File: src/rtl/e_output_port_allocator.sv
// East output port allocator: round-robin packet-granular arbitration of N/S/W/L
// onto the east crossbar path, with downstream credit tracking.
module e_output_port_allocator #(
  parameter int BUF_DEPTH = 4,
  parameter int CNT_W     = 3
) (
  input  logic             clk,
  input  logic             reset,
  input  logic [3:0]       req_i,
  input  logic [3:0]       valid_i,
  input  logic [3:0]       tail_i,
  input  logic             credit_return_i,
  output logic [3:0]       grant_o,
  output logic [2:0]       xbar_sel_o,
  output logic             flit_fire_o,
  output logic [CNT_W-1:0] credit_cnt_o,
  output logic             busy_o,
  output logic             credit_err_o
);

  typedef enum logic {IDLE, ACTIVE} state_t;

  localparam logic [2:0] SEL_IDLE = 3'd3;

  state_t           state_q;
  logic [3:0]       grant_q;
  logic [2:0]       sel_q;
  logic [1:0]       rr_q;
  logic [1:0]       gord_q;
  logic [CNT_W-1:0] cnt_q, cnt_d;
  logic             err_q, err_d;

  logic             pick_vld;
  logic [1:0]       pick_ord;
  logic [1:0]       ord_c;
  logic             tail_fire;

  // Ordinals 0..3 are N,S,W,L; request bit index is 3 - ordinal.
  always_comb begin
    pick_vld = 1'b0;
    pick_ord = rr_q;
    ord_c    = '0;
    for (int k = 3; k >= 0; k--) begin
      ord_c = rr_q + 2'(k);
      if (req_i[2'd3 - ord_c]) begin
        pick_vld = 1'b1;
        pick_ord = ord_c;
      end
    end
  end

  assign flit_fire_o = (state_q == ACTIVE) && (|(valid_i & grant_q)) && (cnt_q != '0);
  assign tail_fire   = flit_fire_o && (|(tail_i & grant_q));

  always_comb begin
    cnt_d = cnt_q;
    err_d = err_q;
    if (flit_fire_o && !credit_return_i) begin
      cnt_d = cnt_q - CNT_W'(1);
    end else if (!flit_fire_o && credit_return_i) begin
      if (cnt_q == CNT_W'(BUF_DEPTH)) err_d = 1'b1;
      else                            cnt_d = cnt_q + CNT_W'(1);
    end
  end

  always_ff @(posedge clk or negedge reset) begin
    if (!reset) begin
      state_q <= IDLE;
      grant_q <= 4'b0000;
      sel_q   <= SEL_IDLE;
      rr_q    <= 2'd0;
      gord_q  <= 2'd0;
      cnt_q   <= CNT_W'(BUF_DEPTH);
      err_q   <= 1'b0;
    end else begin
      cnt_q <= cnt_d;
      err_q <= err_d;
      case (state_q)
        IDLE: begin
          if (pick_vld) begin
            state_q <= ACTIVE;
            grant_q <= 4'b1000 >> pick_ord;
            sel_q   <= (pick_ord == 2'd3) ? 3'd4 : {1'b0, pick_ord};
            gord_q  <= pick_ord;
          end
        end
        ACTIVE: begin
          // Releasing requester drops to lowest priority for the next round.
          if (tail_fire) begin
            state_q <= IDLE;
            grant_q <= 4'b0000;
            sel_q   <= SEL_IDLE;
            rr_q    <= gord_q + 2'd1;
          end
        end
        default: state_q <= IDLE;
      endcase
    end
  end

  assign grant_o      = grant_q;
  assign xbar_sel_o   = sel_q;
  assign credit_cnt_o = cnt_q;
  assign busy_o       = (state_q == ACTIVE);
  assign credit_err_o = err_q;

endmodule
File: config.mk
export PLATFORM = sky130hd
export DESIGN_NAME = e_output_port_allocator
export DESIGN_NICKNAME = d
export VERILOG_FILES = /design/src/rtl/e_output_port_allocator.sv
export SDC_FILE = /design/constraint.sdc
export NUM_CORES = 1
export LEC_CHECK = 0
export ABC_AREA = 1
export BUFFER_PORTS_ARGS = -buffer_cell sky130_fd_sc_hd__buf_2
export CORE_UTILIZATION = 40
export DETAILED_ROUTE_END_ITERATION = 12
export PLACE_DENSITY = 0.69
export REMOVE_ABC_BUFFERS = 1
export SETUP_SLACK_MARGIN = 0.1
export SYNTH_ARGS = -nofsm -noshare
export SYNTH_HDL_FRONTEND = slang
export SYNTH_SLANG_ARGS = --single-unit
File: constraint.sdc
create_clock -name clk -period 4.05 [get_ports clk]
set_clock_uncertainty 0.1 [all_clocks]
set_input_delay 0.2025 -clock clk [delete_from_list [all_inputs] [get_ports clk]]
set_output_delay 0.2025 -clock clk [all_outputs]
set_load 0.1 [all_outputs]
==> results.md <==
* Outcome: finished clean
* CTS sink count at 15
* Tmin final at 2110 ps
* Final GP Congestion at 0.838
* CTS resizes at 0
* Worst path max stage delay at 580 ps
* # IOs at 28
* NumNets Final at 187
* Root Buffer: clkbuf_4
* Global-route wire length before repair at 3.77 mm
* Seq/Total Area, Yosys at 37.5%
* Mapped Cells at 139
* Slew margin rel. at 67.5%
* Most frequent cells in the layout: nand2_1, buf_2, inv_1, nand3_1, dfrtp_1
* Global Route Usage Sum at 18.4%
* Yosys warning count at 0
* DRC viols at 0
* CTS tree: done
* Worst min path class: input port to async pin
* Setup TNS at 0 ps
* Worst path required time at 4160 ps
* Final Slew Violations at 0
* #FFs+latches synth at 15
* Die height at 52.3 um
* Antenna viol nets, final at 0
* CP startpoint: credit_cnt_o[2]$_DFFE_PN1P_
* Finish-stage setup viols at 0
* Flop2flop setup slack at 1940 ps
* I/O Buffers at 27
* Slowest-stage cell, CP: dfstp_2
* CP most frequent cell: xnor2_1
* Cts bufs inserted at 3
* DRT Wirelength at 2.16 mm
* Cell Rows at 17
* Unrepaired setup endpoints after global routing: no
* Max-cap check violation count at 0
* Max Fclk at 473 MHz
* Most common cell after layout, fill and taps aside: nand2_1
* Iter 0 DRT Violations at 8
* Routed vias/inst at 4.96
* Largest net degree at the start of global routing at 16
* First-pass DRT Iterations at 4
* DR vias at 972
* Crit Path Max Fanout at 5
* Core Box Area at 2300 um2
* CP startpoint kind: flop
* Crit share post-route at 52.2%
* Post-layout util at 51.7%
* Final hold violation count at 0
* Crit Reg-Reg Endpoint: credit_cnt_o[2]$_DFFE_PN1P_
* Worst setup path endpoint: credit_cnt_o[2]$_DFFE_PN1P_
* Die ar. at 2730 um2
* Final HPWL DP at 1.70 mm
* H-tree depth at 1
* Clock slew at reported path FFs at 100 ps
* Initial antenna violation count at 0
* Clock insertion delay at the later pin of the skew report at 290 ps
* Worst R2R Start: credit_cnt_o[2]$_DFFE_PN1P_
* Post-Syn Area per Cell at 7.27 um2
* Worst EP arrival at 2230 ps
* Worst hold slack at 235 ps
* Register area at 379 um2
* N_diodes at 0
* Clk buf depth at 2
* Total gr overflow at 0
* Distinct cells, synth at 24
* Multi-input logic area at 531 um2
* Crit-path cells: nor3_1 -> nor2_1 -> ha_1 -> inv_1 -> fa_1 -> xnor2_1 -> nand3_1 -> xnor2_1
* Crit Path Category: flop to flop
* Fillers at 230
* WL/cell at 11.0 um
* Cell area after synthesis at 1010 um2
* Starting Density at 44.0%
* Area delta synth->final at 17.6%
* Number of global-route vias before repair at 948
* Layout cell share with drive strength beyond 1 at 32.1%
* DIE WIDTH at 52.3 um
* CP endpoint kind: flop
* Worst R2R Path Depth at 8
* Worst-Margin Slew at 491 ps
state kept, by name (all words and copies together) (netlist names):
signal,count
rr_q,2
credit_cnt_o,3
grant_o,4
xbar_sel_o,2
credit_err_o,1
gord_q,2
busy_o,1
area by class of cell:
type | instances | area share (%)
sequential | 15 | 31.9
clock buffer | 3 | 1.89
clock inverter | 1 | 0.421
timing repair buffer | 28 | 12.2
multi-input combinational | 102 | 44.6
tap | 28 | 2.95
inverter | 19 | 6.00
logic make-up (layout without fill, tap and decap cells):
family                     after synthesis  in the layout  share of synthesized area (%)
xor gates and xnor gates                 4              4                           3.47
and+or+nand+nor                         82             82                           36.5
adders and majority gates                3              3                           4.46
AOI/OAI and AO/OA                       13             13                           8.04
buffers and inverters                   22             51                           10.0
DFF                                     15             15                           37.5
per-stage QoR:
stage | setup WS [ps] | cell area (um2) | cells
2_1_floorplan | -538 | 981 | 136
3_3_place_gp | 2070 | 1150 | 191
3_5_place_dp | 1940 | 1150 | 191
4_1_cts | 1920 | 1190 | 196
5_1_grt | 1770 | 1190 | 196
6_report | 1940 | 1190 | 196
layer usage:
metal / track usage [%] / part of all wire (%) / vias up
met5: 0 / 0 / -
met3: 6.67 / 3.8 / 2
met4: 3.07 / 0.46 / 0
met2: 33.8 / 53 / 18
li1: - / - / 499
met1: 20.4 / 43 / 453
worst max-delay path, delay by kind of cell (launching register included):
| family | cells | cell delay [ps] |
|---|---|---|
| xor+xnor | 2 | 310 |
| fa+ha+maj | 2 | 590 |
| buf+inv | 1 | 70 |
| flops | 1 | 580 |
| simple gates | 3 | 370 |
synthesized netlist by cell type:
cell type / instances / area share [%]
xnor2_1: 3 / 2.6
a21oi_2: 1 / 0.87
nor2_1: 5 / 1.9
a21oi_1: 1 / 0.49
nand4_1: 3 / 1.9
nand2_2: 9 / 5.6
dfrtp_1: 12 / 30
ha_1: 2 / 2.5
inv_2: 6 / 2.2
buf_4: 1 / 0.74
o21ai_1: 4 / 2.0
fa_1: 1 / 2.0
nand3_1: 12 / 5.9
o21ai_2: 2 / 1.7
xor2_1: 1 / 0.87
a41o_1: 1 / 0.99
nand4_2: 1 / 1.2
nor3_1: 1 / 0.49
o21ai_0: 4 / 2.0
nand2_1: 50 / 19
inv_1: 13 / 4.8
nand3_2: 1 / 0.99
dfstp_2: 3 / 7.8
buf_6: 2 / 2.2
timing repair:
| item | 4_1_cts | 5_1_grt |
|---|---|---|
| endpoints found under the hold margin | 15 | 0 |
| buffers inserted | 0 | 0 |
| hold buffers | 1 | 0 |
worst min-delay path by stage:
stage                                        endpoint  depth (start not counted)  slack, ps             from
final                          grant_o[1]$_DFFE_PN0P_                          2        240            reset
after detailed placement  credit_cnt_o[0]$_DFFE_PN0P_                          1         30            reset
after floorplan                      busy_o$_DFF_PN0_                          0       -190            reset
after CTS                      grant_o[1]$_DFFE_PN0P_                          2        240            reset
after global routing         credit_err_o$_DFFE_PN0P_                          3        260  credit_return_i
after global placement    credit_cnt_o[1]$_DFFE_PN0P_                          1         20            reset
Power is left out: the tool's default activity adds up to more than one toggle a clock period on the data nets, which glitch-free logic cannot reach.
